### src/rtl/hazard_unit.sv
// Pipeline hazard unit: operand forwarding, load-use/branch interlocks and data-memory wait/timeout FSM.
// Optional HAZARD_STATS_EN adds a saturating 16-bit stall_count output.
module hazard_unit #(
  parameter int unsigned MEM_TIMEOUT = 16
) (
  input  logic       clk,
  input  logic       rst_n,
  input  logic [4:0] rs_d,
  input  logic [4:0] rt_d,
  input  logic [4:0] rs_e,
  input  logic [4:0] rt_e,
  input  logic [4:0] write_reg_e,
  input  logic [4:0] write_reg_m,
  input  logic [4:0] write_reg_w,
  input  logic       reg_write_e,
  input  logic       reg_write_m,
  input  logic       reg_write_w,
  input  logic       mem_to_reg_e,
  input  logic       mem_to_reg_m,
  input  logic       branch_d,
  input  logic       mem_req_m,
  input  logic       mem_ready_m,
  output logic [1:0] forward_a_e,
  output logic [1:0] forward_b_e,
  output logic       forward_a_d,
  output logic       forward_b_d,
  output logic       stall_f,
  output logic       stall_d,
  output logic       stall_e,
  output logic       stall_m,
  output logic       flush_e,
  output logic       flush_w,
  output logic       mem_error
`ifdef HAZARD_STATS_EN
  ,
  output logic [15:0] stall_count
`endif
);

  localparam int unsigned CNT_W = 8;

  typedef enum logic [1:0] {RUN, MEM_WAIT, ERROR} state_t;

  state_t           state;
  logic [CNT_W-1:0] wait_cnt;
  logic             mem_stall;
  logic             lw_stall;
  logic             branch_stall;

  // Operand forwarding; M wins over W, register 0 never forwards.
  always_comb begin
    forward_a_e = 2'b00;
    forward_b_e = 2'b00;
    if (reg_write_m && (write_reg_m != 5'd0) && (write_reg_m == rs_e))
      forward_a_e = 2'b10;
    else if (reg_write_w && (write_reg_w != 5'd0) && (write_reg_w == rs_e))
      forward_a_e = 2'b01;
    if (reg_write_m && (write_reg_m != 5'd0) && (write_reg_m == rt_e))
      forward_b_e = 2'b10;
    else if (reg_write_w && (write_reg_w != 5'd0) && (write_reg_w == rt_e))
      forward_b_e = 2'b01;
    forward_a_d = reg_write_m && (write_reg_m != 5'd0) && (write_reg_m == rs_d);
    forward_b_d = reg_write_m && (write_reg_m != 5'd0) && (write_reg_m == rt_d);
  end

  always_comb begin
    lw_stall     = mem_to_reg_e && ((rt_e == rs_d) || (rt_e == rt_d));
    branch_stall = branch_d &&
      ((reg_write_e && (write_reg_e != 5'd0) &&
        ((write_reg_e == rs_d) || (write_reg_e == rt_d))) ||
       (mem_to_reg_m && (write_reg_m != 5'd0) &&
        ((write_reg_m == rs_d) || (write_reg_m == rt_d))));
  end

  // Memory stall is forced low while reset is held.
  always_comb begin
    mem_stall = 1'b0;
    case (state)
      RUN:      mem_stall = mem_req_m && !mem_ready_m;
      MEM_WAIT: mem_stall = !mem_ready_m;
      ERROR:    mem_stall = 1'b1;
      default:  mem_stall = 1'b0;
    endcase
    if (!rst_n) mem_stall = 1'b0;
  end

  always_comb begin
    stall_f = lw_stall || branch_stall || mem_stall;
    stall_d = stall_f;
    stall_e = mem_stall;
    stall_m = mem_stall;
    flush_w = mem_stall;
    flush_e = (lw_stall || branch_stall) && !mem_stall;
  end

  // Wait/timeout FSM; ERROR is left only through reset.
  always_ff @(posedge clk or negedge rst_n) begin
    if (!rst_n) begin
      state     <= RUN;
      wait_cnt  <= '0;
      mem_error <= 1'b0;
    end else begin
      case (state)
        RUN: begin
          if (mem_req_m && !mem_ready_m) begin
            state    <= MEM_WAIT;
            wait_cnt <= CNT_W'(1);
          end
        end
        MEM_WAIT: begin
          if (mem_ready_m) begin
            state    <= RUN;
            wait_cnt <= '0;
          end else if (wait_cnt == CNT_W'(MEM_TIMEOUT - 1)) begin
            state     <= ERROR;
            mem_error <= 1'b1;
          end else begin
            wait_cnt <= wait_cnt + CNT_W'(1);
          end
        end
        ERROR:   mem_error <= 1'b1;
        default: state <= RUN;
      endcase
    end
  end

`ifdef HAZARD_STATS_EN
  always_ff @(posedge clk or negedge rst_n) begin
    if (!rst_n)
      stall_count <= '0;
    else if (stall_f && (stall_count != 16'hFFFF))
      stall_count <= stall_count + 16'd1;
  end
`endif

endmodule

### config.mk
export PLATFORM = sky130hd
export DESIGN_NAME = hazard_unit
export DESIGN_NICKNAME = d
export VERILOG_FILES = /design/src/rtl/hazard_unit.sv
export SDC_FILE = /design/constraint.sdc
export NUM_CORES = 1
export LEC_CHECK = 0
export CAP_MARGIN = 5
export CORE_MARGIN = 4
export CORE_UTILIZATION = 36
export CTS_CLUSTER_DIAMETER = 60
export DETAILED_ROUTE_END_ITERATION = 10
export PLACE_DENSITY = 0.71
export SYNTH_ARGS = -nofsm -noshare
export SYNTH_HDL_FRONTEND = slang
export SYNTH_SLANG_ARGS = --single-unit
### constraint.sdc
create_clock -name clk -period 4.7 [get_ports clk]
set_input_delay 0.94 -clock clk [delete_from_list [all_inputs] [get_ports clk]]
set_output_delay 0.94 -clock clk [all_outputs]
set_load 0.01 [all_outputs]
==> run summary <==
list of most frequent post-synthesis cells -> sky130_fd_sc_hd__xnor2_1, sky130_fd_sc_hd__xor2_1, sky130_fd_sc_hd__nand3_1, sky130_fd_sc_hd__dfrtp_1, sky130_fd_sc_hd__nor2_1
detailed-router iteration count before antenna repair -> 6
worst slack on hold paths -> 0.477 ns
Clk pwr share -> 21.2%
Die Area -> 0.00459 mm^2
iteration-0 DRC count of the detailed router -> 54
maxcap violations -> 0
number of antenna violations at the first check in global routing -> 0
initial core utilization -> 37.9%
total clock buffers created by CTS -> 3
final routed DRC violation total -> 0
Final Critical Period -> 4.00 ns
total routing resource utilization after global routing -> 19.0%
Core Region -> 0.00339 mm^2
number of nets in the finished design -> 251
capturing element type of the critical path -> output port
number of slew-limit violations in the final report -> 0
Layout Area Growth over Synthesis -> 47.9%
gpl congestion -> 0.917
worst-case setup margin in the final layout -> 0.696 ns
Tightest Hold Check Type -> flop to flop
hold-fix buffer count after cts -> 0
flip-flop and latch area -> 275 um^2
library cell used as clock root buffer -> sky130_fd_sc_hd__clkbuf_4
total overflow reported by the global router -> 0
vias per inst -> 5.11
number of buffers on the longest clock path -> 2
largest net degree at the start of global routing -> 13
worst ir drop on vdd -> 73.3 uV
CP required -> 3.76 ns
area of combinational cells with multiple inputs -> 957 um^2
worst clock skew -> 0.00382 ns
CTS tree -> built
status -> completed
worst-case setup slack after placement -> 0.702 ns
gate count of the mapped netlist -> 150
mean post-synth cell area -> 8.56 um^2
transition time at the pin with the least slew margin -> 0.606 ns
non-filler instance count after layout -> 250
Setup TNS Final -> 0 ns
critical-path maximum fanout -> 3
Synth Net Count -> 196
number of top-level pins -> 58
cell types with the largest area share after synthesis -> sky130_fd_sc_hd__dfrtp_1, sky130_fd_sc_hd__xnor2_1, sky130_fd_sc_hd__xor2_1
Resized cells post-CTS -> 0
proportion of netlist area held by the largest area contributor -> 21.4%
switching power -> 0.0961 mW
count of H-tree levels built during CTS -> 1
Clock Pin Slew Worst Setup and Hold Paths -> 0.07 ns
quantity of I/O buffers inserted on ports -> 57
leak pwr -> 0.719 nW
fillers -> 310
height of the die -> 67.7 um
share of the yosys chip area belonging to registers -> 21.4%
fraction of synthesis flops using an asynchronous set or reset pin -> 100%
count of buffers added by post-CTS timing repair for setup -> 0
worst slew slack as a fraction of its limit -> 59.2%
number of warnings reported in the yosys synthesis log -> 0
antenna cell count -> 0
Post-Synthesis Cell Area -> 0.00128 mm^2
HPWL after detailed placement -> 3430 um
Startpoint Class -> primary input
Post-Place Cells -> 246
worst skew pair latency -> 0.26 ns
vias in the first global route -> 1416
switching fraction of total power -> 31.7%
most instantiated library cell after synthesis -> sky130_fd_sc_hd__xnor2_1
power density over the cells -> 160 mW/mm^2
share of post-route cells with drive strength above 1 -> 6.86%
Clock Sinks -> 11
setup-violating endpoint count in the final report -> 0
power share of the combinational group -> 45.0%
Wirelength per Cell -> 15.8 um
number of failing hold endpoints at the final stage -> 0
first-pass GRT wire length -> 6620 um
sequential share of power -> 33.8%
category of the critical setup timing path -> primary input to output port
number of different library cells in the post-synthesis netlist -> 37
antenna viol nets, final -> 0
maximum operating frequency -> 0.250 GHz
setup repair after global routing missed its margin -> no
Die Wd -> 67.7 um
internal power consumption -> 0.207 mW
routed wire length -> 3950 um
post-route clock period utilization -> 85.2%
Worst EP arrival -> 3.06 ns
number of placement rows -> 21
total vias in the final route -> 1277
synthesis-stage register bit count -> 11
cell taking the most area after synthesis -> sky130_fd_sc_hd__dfrtp_1
Primary FF master, synth -> sky130_fd_sc_hd__dfrtp_1
number of enable-type register cells in the synthesized netlist -> 0
==> flip-flops by register name (all words and copies together) (netlist names) <==
signal,cells
wait_cnt,8
mem_error,1
state,2
==> layer usage <==
layer  vias to the layer above  share of wire, %  track usage, %
met5                         -                 0               0
li1                        630                 -               -
met2                        40                50            34.5
met1                       601                43            22.6
met3                         6               5.0            2.83
met4                         0               1.7            6.33
==> final cells by class <==
class | instances | share of cell area (%)
repair buffers | 58 | 30.5
well taps | 46 | 3.03
clock buffers | 4 | 1.38
multi-input cells | 130 | 50.4
flip-flops and latches | 11 | 14.5
inverters | 1 | 0.198
==> power groups by stage <==
stage | Clock (mW) | Sequential [mW] | Combinational [mW]
6_report | 0.0641 | 0.103 | 0.136
5_1_grt | 0.0709 | 0.103 | 0.148
4_1_cts | 0.0648 | 0.102 | 0.137
3_5_place_dp | 0 | 0.104 | 0.136
3_3_place_gp | 0 | 0.104 | 0.132
2_1_floorplan | 0 | 0.103 | 0.0665
==> cell usage in the layout (no fill, tap or decap), types with 2 or more instances in the layout <==
cell type	count
sky130_fd_sc_hd__and2_1	2
sky130_fd_sc_hd__and3_1	3
sky130_fd_sc_hd__clkbuf_4	3
sky130_fd_sc_hd__clkdlybuf4s50_1	57
sky130_fd_sc_hd__dfrtp_1	11
sky130_fd_sc_hd__nand2_1	7
sky130_fd_sc_hd__nand3_1	13
sky130_fd_sc_hd__nor2_1	9
sky130_fd_sc_hd__nor2b_1	2
sky130_fd_sc_hd__nor3_1	5
sky130_fd_sc_hd__nor4_1	2
sky130_fd_sc_hd__nor4_2	3
sky130_fd_sc_hd__o2111ai_1	2
sky130_fd_sc_hd__o21ai_0	5
sky130_fd_sc_hd__or4_1	4
sky130_fd_sc_hd__xnor2_1	28
sky130_fd_sc_hd__xor2_1	26
==> stage by stage <==
step,area (um^2),power (mW),util (%)
2_1_floorplan,1280,0.170,-
3_3_place_gp,1870,0.236,55.2
3_5_place_dp,1870,0.240,55.2
4_1_cts,1900,0.304,56.0
5_1_grt,1900,0.322,56.0
6_report,1900,0.303,56.0
==> final timing paths <==
check / startpoint / to / slack, ns / depth (start not counted)
worst max-delay path: write_reg_w[4] / forward_b_e[0] / 0.70 / 6
worst min-delay path: mem_error / mem_error / 0.48 / 1
worst max register to register: wait_cnt[0] / wait_cnt[7] / 3.02 / 6
worst min register to register: mem_error / mem_error / 0.48 / 1
max in group asynchronous: rst_n / wait_cnt[1] / 3.57 / 2
min in group asynchronous: rst_n / wait_cnt[7] / 0.98 / 2
==> worst max-delay path, stage by stage <==
cell and delay, ns:
sky130_fd_sc_hd__clkdlybuf4s50_1 0.57, sky130_fd_sc_hd__or4_1 0.14, sky130_fd_sc_hd__o21ai_1 0.07, sky130_fd_sc_hd__or4_1 0.57, sky130_fd_sc_hd__nor4_2 0.18, sky130_fd_sc_hd__clkdlybuf4s50_1 0.58
==> cells by family after synthesis <==
kind of cell | Yosys count | share of synthesized area [%]
muxes | 1 | 0.877
buffers and inverters | 9 | 4.00
and+or+nand+nor | 56 | 25.4
AOI/OAI and AO/OA | 18 | 10.4
DFF | 11 | 21.4
adders and majority gates | 1 | 0.975
xor gates and xnor gates | 54 | 36.8
No activity file was read; power rests on OpenSTA's default activity.
